$ cat src/rtl/bram_stream_reader_pkg.sv
// Shared constants for the BRAM stream reader: output buffer geometry and
// the read-pipeline depth that the issue throttle has to account for.
package bram_stream_reader_pkg;

  localparam int unsigned FIFO_DEPTH   = 4;
  localparam int unsigned FIFO_CW      = $clog2(FIFO_DEPTH + 1);
  localparam int unsigned MAX_INFLIGHT = 2;
  // Wide enough for fifo_count + inflight at their worst case.
  localparam int unsigned OCC_W        = $clog2(FIFO_DEPTH + MAX_INFLIGHT + 1);

endpackage

$ cat src/rtl/bram_stream_reader_if.sv
// Bundle of the reader's burst-request, memory-port and stream signals.
//   start/base/len : burst request (sampled by the reader in IDLE)
//   addr_read      : registered read address to the synchronous memory
//   data_read      : memory data, valid one cycle after addr_read
//   out_data/out_valid/out_ready : output stream handshake
//   busy/done      : burst status
// master drives requests, memory data and out_ready; slave is the reader.
interface bram_stream_reader_if #(
  parameter int unsigned WIDTH = 8,
  parameter int unsigned DEPTH = 256
);
  localparam int unsigned ADDRW = $clog2(DEPTH);

  logic             start;
  logic [ADDRW-1:0] base;
  logic [ADDRW:0]   len;
  logic [ADDRW-1:0] addr_read;
  logic [WIDTH-1:0] data_read;
  logic [WIDTH-1:0] out_data;
  logic             out_valid;
  logic             out_ready;
  logic             busy;
  logic             done;

  modport master (
    output start, base, len, data_read, out_ready,
    input  addr_read, out_data, out_valid, busy, done
  );

  modport slave (
    input  start, base, len, data_read, out_ready,
    output addr_read, out_data, out_valid, busy, done
  );

endinterface

$ cat src/rtl/bram_stream_reader_fifo_reg.sv
// fifo_reg: small shift-register FIFO; the head always sits in entry 0 so
// the output data comes straight from a register.
//   clk, rst       : clock, async active-high reset
//   push/push_data : write an entry (accepted when not full, or when popping)
//   pop            : remove the head (ignored when empty)
//   head/valid     : head entry and not-empty flag
//   count          : number of stored entries
module fifo_reg #(
  parameter int unsigned WIDTH = 8,
  parameter int unsigned DEPTH = 4
) (
  input  logic                         clk,
  input  logic                         rst,
  input  logic                         push,
  input  logic [WIDTH-1:0]             push_data,
  input  logic                         pop,
  output logic [WIDTH-1:0]             head,
  output logic                         valid,
  output logic [$clog2(DEPTH+1)-1:0]   count
);

  localparam int unsigned CW = $clog2(DEPTH + 1);
  localparam int unsigned AW = $clog2(DEPTH);

  logic [WIDTH-1:0] mem [DEPTH];
  logic             pop_ok;
  logic             push_ok;
  logic [CW-1:0]    count_nxt;
  logic [AW-1:0]    wr_idx;

  // A simultaneous pop shifts everything down, so the write slot moves too.
  always_comb begin
    pop_ok    = pop && valid;
    push_ok   = push && ((count != CW'(DEPTH)) || pop_ok);
    count_nxt = count + CW'(push_ok) - CW'(pop_ok);
    wr_idx    = AW'(count - CW'(pop_ok));
  end

  assign head = mem[0];

  always_ff @(posedge clk or posedge rst) begin
    if (rst) begin
      for (int i = 0; i < int'(DEPTH); i++) mem[i] <= '0;
      count <= '0;
      valid <= 1'b0;
    end else begin
      if (pop_ok) begin
        for (int i = 0; i < int'(DEPTH) - 1; i++) mem[i] <= mem[i+1];
      end
      if (push_ok) mem[wr_idx] <= push_data;
      count <= count_nxt;
      valid <= (count_nxt != '0);
    end
  end

endmodule

$ cat src/rtl/bram_stream_reader.sv
// bram_stream_reader: reads a burst of len words starting at base from a
// synchronous-read memory and streams them out in address order through a
// 4-entry buffer, throttling address issue so backpressure never drops data.
//   clk, rst : clock, async active-high reset
//   bus      : slave side of bram_stream_reader_if (request, memory port,
//              output stream, busy/done)
module bram_stream_reader
  import bram_stream_reader_pkg::*;
#(
  parameter int unsigned WIDTH = 8,
  parameter int unsigned DEPTH = 256
) (
  input  logic                 clk,
  input  logic                 rst,
  bram_stream_reader_if.slave  bus
);

  localparam int unsigned ADDRW = $clog2(DEPTH);
  localparam int unsigned LENW  = ADDRW + 1;

  typedef enum logic [1:0] {IDLE, READ, DRAIN, DONE} state_t;

  state_t             state;
  logic [ADDRW-1:0]   addr_q;
  logic [LENW-1:0]    len_q;
  logic [LENW-1:0]    issued;
  logic [LENW-1:0]    xfers;
  logic               iss_v0;   // addr_read holds a fresh burst address
  logic               iss_v1;   // data_read holds that address's word
  logic               busy_q;
  logic               done_q;

  logic [FIFO_CW-1:0] fifo_count;
  logic               fifo_valid;
  logic [WIDTH-1:0]   fifo_head;
  logic               transfer;
  logic [OCC_W-1:0]   occupancy;
  logic               can_issue;

  assign transfer  = fifo_valid && bus.out_ready;
  // Every in-flight read needs a guaranteed slot in the buffer.
  assign occupancy = OCC_W'(fifo_count) + OCC_W'(iss_v0) + OCC_W'(iss_v1);
  assign can_issue = occupancy < OCC_W'(FIFO_DEPTH);

  fifo_reg #(
    .WIDTH (WIDTH),
    .DEPTH (FIFO_DEPTH)
  ) u_fifo (
    .clk       (clk),
    .rst       (rst),
    .push      (iss_v1),
    .push_data (bus.data_read),
    .pop       (transfer),
    .head      (fifo_head),
    .valid     (fifo_valid),
    .count     (fifo_count)
  );

  assign bus.addr_read = addr_q;
  assign bus.out_data  = fifo_head;
  assign bus.out_valid = fifo_valid;
  assign bus.busy      = busy_q;
  assign bus.done      = done_q;

  // Burst control, address issue and read-pipeline tracking.
  always_ff @(posedge clk or posedge rst) begin
    if (rst) begin
      state  <= IDLE;
      addr_q <= '0;
      len_q  <= '0;
      issued <= '0;
      xfers  <= '0;
      iss_v0 <= 1'b0;
      iss_v1 <= 1'b0;
      busy_q <= 1'b0;
      done_q <= 1'b0;
    end else begin
      iss_v1 <= iss_v0;
      iss_v0 <= 1'b0;
      done_q <= 1'b0;
      if (transfer) xfers <= xfers + LENW'(1);

      case (state)
        IDLE: begin
          if (bus.start) begin
            if (bus.len == '0) begin
              state  <= DONE;
              done_q <= 1'b1;
            end else begin
              // The start edge itself issues the first address.
              state  <= READ;
              len_q  <= bus.len;
              addr_q <= bus.base;
              iss_v0 <= 1'b1;
              issued <= LENW'(1);
              xfers  <= '0;
              busy_q <= 1'b1;
            end
          end
        end
        READ: begin
          if (issued == len_q) begin
            state <= DRAIN;
          end else if (can_issue) begin
            addr_q <= addr_q + ADDRW'(1);
            iss_v0 <= 1'b1;
            issued <= issued + LENW'(1);
          end
        end
        DRAIN: begin
          if (transfer && (xfers == len_q - LENW'(1))) begin
            state  <= DONE;
            busy_q <= 1'b0;
            done_q <= 1'b1;
          end
        end
        DONE:    state <= IDLE;
        default: state <= IDLE;
      endcase
    end
  end

endmodule

$ cat src/flat_wrapper.sv
// flat-port wrapper written by rule: the top's interface ports become plain ports
module bram_stream_reader_flat import bram_stream_reader_pkg::*;
#(
  parameter int unsigned WIDTH = 8,
  parameter int unsigned DEPTH = 256
)
  (clk, rst, bus_start, bus_base, bus_len, bus_data_read, bus_out_ready, bus_addr_read, bus_out_data, bus_out_valid, bus_busy, bus_done);
  bram_stream_reader_if #(.WIDTH(WIDTH), .DEPTH(DEPTH)) bus_i ();
  input  logic clk;
  input  logic rst;
  input wire logic [$bits(bus_i.start)-1:0] bus_start;
  input wire logic [$bits(bus_i.base)-1:0] bus_base;
  input wire logic [$bits(bus_i.len)-1:0] bus_len;
  input wire logic [$bits(bus_i.data_read)-1:0] bus_data_read;
  input wire logic [$bits(bus_i.out_ready)-1:0] bus_out_ready;
  output wire logic [$bits(bus_i.addr_read)-1:0] bus_addr_read;
  output wire logic [$bits(bus_i.out_data)-1:0] bus_out_data;
  output wire logic [$bits(bus_i.out_valid)-1:0] bus_out_valid;
  output wire logic [$bits(bus_i.busy)-1:0] bus_busy;
  output wire logic [$bits(bus_i.done)-1:0] bus_done;
  assign bus_i.start = bus_start;
  assign bus_i.base = bus_base;
  assign bus_i.len = bus_len;
  assign bus_i.data_read = bus_data_read;
  assign bus_i.out_ready = bus_out_ready;
  assign bus_addr_read = bus_i.addr_read;
  assign bus_out_data = bus_i.out_data;
  assign bus_out_valid = bus_i.out_valid;
  assign bus_busy = bus_i.busy;
  assign bus_done = bus_i.done;
  bram_stream_reader #(.WIDTH(WIDTH), .DEPTH(DEPTH)) u_core (.clk(clk), .rst(rst), .bus(bus_i));
endmodule
$ cat config.mk
export PLATFORM = sky130hd
export DESIGN_NAME = bram_stream_reader_flat
export DESIGN_NICKNAME = d
export VERILOG_FILES = /design/src/rtl/bram_stream_reader_pkg.sv /design/src/rtl/bram_stream_reader_if.sv /design/src/rtl/bram_stream_reader_fifo_reg.sv /design/src/rtl/bram_stream_reader.sv /design/src/flat_wrapper.sv
export SDC_FILE = /design/constraint.sdc
export NUM_CORES = 1
export LEC_CHECK = 0
export ABC_AREA = 1
export ABC_CLOCK_PERIOD_IN_PS = 5410
export BUFFER_PORTS_ARGS = -buffer_cell sky130_fd_sc_hd__buf_4
export CAP_MARGIN = 10
export CELL_PAD_IN_SITES_DETAIL_PLACEMENT = 2
export CELL_PAD_IN_SITES_GLOBAL_PLACEMENT = 2
export CORE_MARGIN = 1
export CORE_UTILIZATION = 30
export DETAILED_ROUTE_END_ITERATION = 6
export PLACE_DENSITY_LB_ADDON = 0.2
export REMOVE_ABC_BUFFERS = 1
export SYNTH_ARGS = -nofsm -noshare
export SYNTH_HDL_FRONTEND = slang
export SYNTH_SLANG_ARGS = --single-unit
$ cat constraint.sdc
create_clock -name clk -period 5.41 [get_ports clk]
set_clock_uncertainty 0.15 [all_clocks]
set_input_delay 0.2705 -clock clk [delete_from_list [all_inputs] [get_ports clk]]
set_output_delay 0.2705 -clock clk [all_outputs]
set_load 0.03 [all_outputs]
==> flow_summary.json <==
{
  "rr_startpoint": "u_core.u_fifo.valid",
  "dp_hpwl_um": 8640,
  "fp.dieW_um": 124,
  "max_cap_viol_count": 0,
  "ys_top_cells_by_area": "dfrtp_1 43%, nand2_1 15%, nor2_1 5.2%",
  "fin_crit_ns": 3.03,
  "final_nets": 660,
  "worstHoldPathCells": 3,
  "fmax_mhz": 330,
  "synth-seq-area-share_pct": 43.0,
  "drive_gt1_share_pct": 15.5,
  "path_clk_slew_ns": 0.07,
  "met2_usage_pct": 29.4,
  "setup_viol": 0,
  "hp-class": "in -> reg",
  "num_io_pins": 48,
  "area_growth_pct": 16.8,
  "status": "completed",
  "firstDrtPassIters": 4,
  "rows": 44,
  "grt_pass1_wl_um": 21100,
  "critPathKind": "reg -> reg",
  "gr-usage-met3_pct": 4.14,
  "antennaDiodeCount": 0,
  "clock-root-buffer": "clkbuf_16",
  "num_vias": 3883,
  "clock_power_share_pct": 21.7,
  "r2r_end": "u_core.u_fifo.head[4]",
  "power_density_mw_per_mm2": 588,
  "clk_latency_ns": 0.35,
  "wl_per_cell_um": 14.8,
  "ys_types": 38,
  "hold_start": "bus_data_read[6]",
  "clock_sinks": 77,
  "ant_nets": 0,
  "start_util_pct": 30.8,
  "combPwrFrac_pct": 45.2,
  "arrival_ns": 3.08,
  "worst-path-max-fanout": 32,
  "dr.first_iter.drc_count": 116,
  "end_kind": "register",
  "cts_buffers": 9,
  "antenna_found_initial": 0,
  "r2r_slack_ns": 2.38,
  "rsz0062_at_grt": "no",
  "synthCells": 587,
  "routed_wl_um": 12000,
  "switching_share_pct": 44.4,
  "track_usage_pct": 16.9,
  "relSlewSlack_pct": 30.7,
  "p_leak_nw": 2.62,
  "reg2regPathDepth": 8,
  "grt_pass1_vias": 4371,
  "grt_max_degree": 78,
  "seq_power_share_pct": 33.1,
  "final_core_util_pct": 36.0,
  "synth_top_area_share_pct": 43.0,
  "overflow": 0,
  "yosysTopAreaCell": "dfrtp_1",
  "synth_seq_cells": 77,
  "cts_buffer_depth": 2,
  "gr-max-usage-layer": "met2",
  "placed_cell_area_mm2": 0.00488,
  "h-tree-depth": 3,
  "worst_ir_drop_vdd_mv": 0.212,
  "drc": 0,
  "netSwitchingPower_mw": 1.37,
  "cts_tree": "yes",
  "avgSynthCellArea_um2": 7.63,
  "met1_usage_pct": 20.4,
  "ys.warnings.count": 0,
  "start_kind": "register",
  "gp_congestion": 0.733,
  "worstMarginPinSlew_ns": 1.04,
  "required_ns": 5.45,
  "io_buffer_count": 47,
  "final_max_slew_viol_count": 0,
  "finalSetupTns_ns": 0,
  "vias_per_cell": 4.81,
  "dieArea_mm2": 0.0154,
  "internal_power_mw": 1.71,
  "finalHoldViolations": 0,
  "fin_crit_sh_pct": 56.0,
  "coreArea_mm2": 0.0145,
  "final_area_mm2": 0.00523,
  "cts_resized": 0,
  "netlist_area_mm2": 0.00448,
  "die_y_um": 124
}
cells by family after synthesis:
| family | count (synthesis) | synth area share [%] |
|---|---|---|
| fa+ha+maj | 12 | 3.52 |
| flops | 77 | 43.0 |
| xor+xnor | 28 | 5.81 |
| simple gates | 319 | 30.4 |
| compound gates | 61 | 7.93 |
| buf+inv | 90 | 9.33 |
area by class of cell:
| cell class | instances | area (um2) |
|---|---|---|
| multi-input combinational | 420 | 2140 |
| timing repair buffer | 51 | 390 |
| clock inverter | 7 | 96.3 |
| tap | 184 | 230 |
| inverter | 60 | 226 |
| fill | 1733 | 9300 |
| clock buffer | 9 | 225 |
| sequential | 77 | 1930 |
cell usage in the layout (no fill, tap or decap), types with 13 or more instances in the layout:
cell / netlist / final
nor2_1: 62 / 62
xor2_1: 15 / 15
buf_4: 9 / 48
nand2_1: 184 / 184
o21ai_0: 16 / 16
dfrtp_1: 77 / 77
a31oi_1: 22 / 22
inv_1: 52 / 51
o21ai_1: 13 / 13
nand3_1: 37 / 37
nand2_2: 14 / 14
layer usage:
| layer | vias to the layer above | part of all wire (%) |
|---|---|---|
| met4 | 0 | 1.2 |
| met2 | 35 | 51 |
| met3 | 11 | 2.6 |
| met5 | - | 0 |
| li1 | 1909 | - |
| met1 | 1928 | 45 |
power groups by stage:
stage,registers [mW],clock network [mW],logic [mW]
after detailed placement,1.04,0,1.42
after global placement,1.03,0,1.34
after global routing,1.06,0.709,1.60
after CTS,1.03,0.691,1.43
final,1.02,0.668,1.39
after floorplan,1.09,0,0.913
through the flow:
step / setup slack [ns] / total power, mW / cells / hold slack [ns]
final: 2.38 / 3.08 / 808 / 0.0459
after global routing: 2.06 / 3.37 / 808 / 0.0384
after CTS: 2.31 / 3.15 / 808 / 0.0331
after detailed placement: 2.33 / 2.46 / 789 / 0.215
after global placement: 2.41 / 2.37 / 789 / 0.212
after floorplan: 2.61 / 2.00 / 557 / 0.204
cell usage after synthesis:
cell type and number:
nand2_1 184, dfrtp_1 77, nor2_1 62, inv_1 52, nand3_1 37, a31oi_1 22, o21ai_0 16, xor2_1 15
nand2_2 14, o21ai_1 13, buf_2 11, ha_1 11, xnor2_1 11, buf_4 9, inv_2 8, a21oi_1 6
clkbuf_1 5, nand4_1 5, nor3_1 5, nand3b_1 3, buf_6 2, nor3_2 2, xnor2_2 2, a31oi_2 1
buf_1 1, buf_12 1, clkbuf_2 1, fa_1 1, nand2_4 1, nand2_8 1, nand3_2 1, nor2_2 1
nor3b_1 1, o21ai_4 1, o22ai_1 1, o31ai_1 1, or2_1 1, or3_1 1
worst max-delay path: stages (launching register included):
cell and delay (ns):
dfrtp_1 0.39, nand2_2 0.42, inv_2 0.40, ha_1 0.31, or2_1 0.26, nand2_1 0.11, nand3_1 0.47, nor2_1 0.27
a31oi_1 0.06
worst max-delay path by stage:
stage          slack, ns                    end  cells after the start           startpoint
2_1_floorplan       2.61    u_core.u_fifo.valid                      9  u_core.u_fifo.valid
3_3_place_gp        2.41    u_core.u_fifo.valid                      9  u_core.u_fifo.valid
3_5_place_dp        2.33    u_core.u_fifo.valid                      9  u_core.u_fifo.valid
4_1_cts             2.31  u_core.u_fifo.head[4]                      8  u_core.u_fifo.valid
5_1_grt             2.06  u_core.u_fifo.head[1]                      8  u_core.u_fifo.valid
6_report            2.38  u_core.u_fifo.head[4]                      8  u_core.u_fifo.valid
timing repair:
action | CTS | global route
setup buffers | 0 | 0
endpoints found under the hold margin | 3 | 0
hold buffers | 3 | 0
Power figures use the tool's default switching activity.
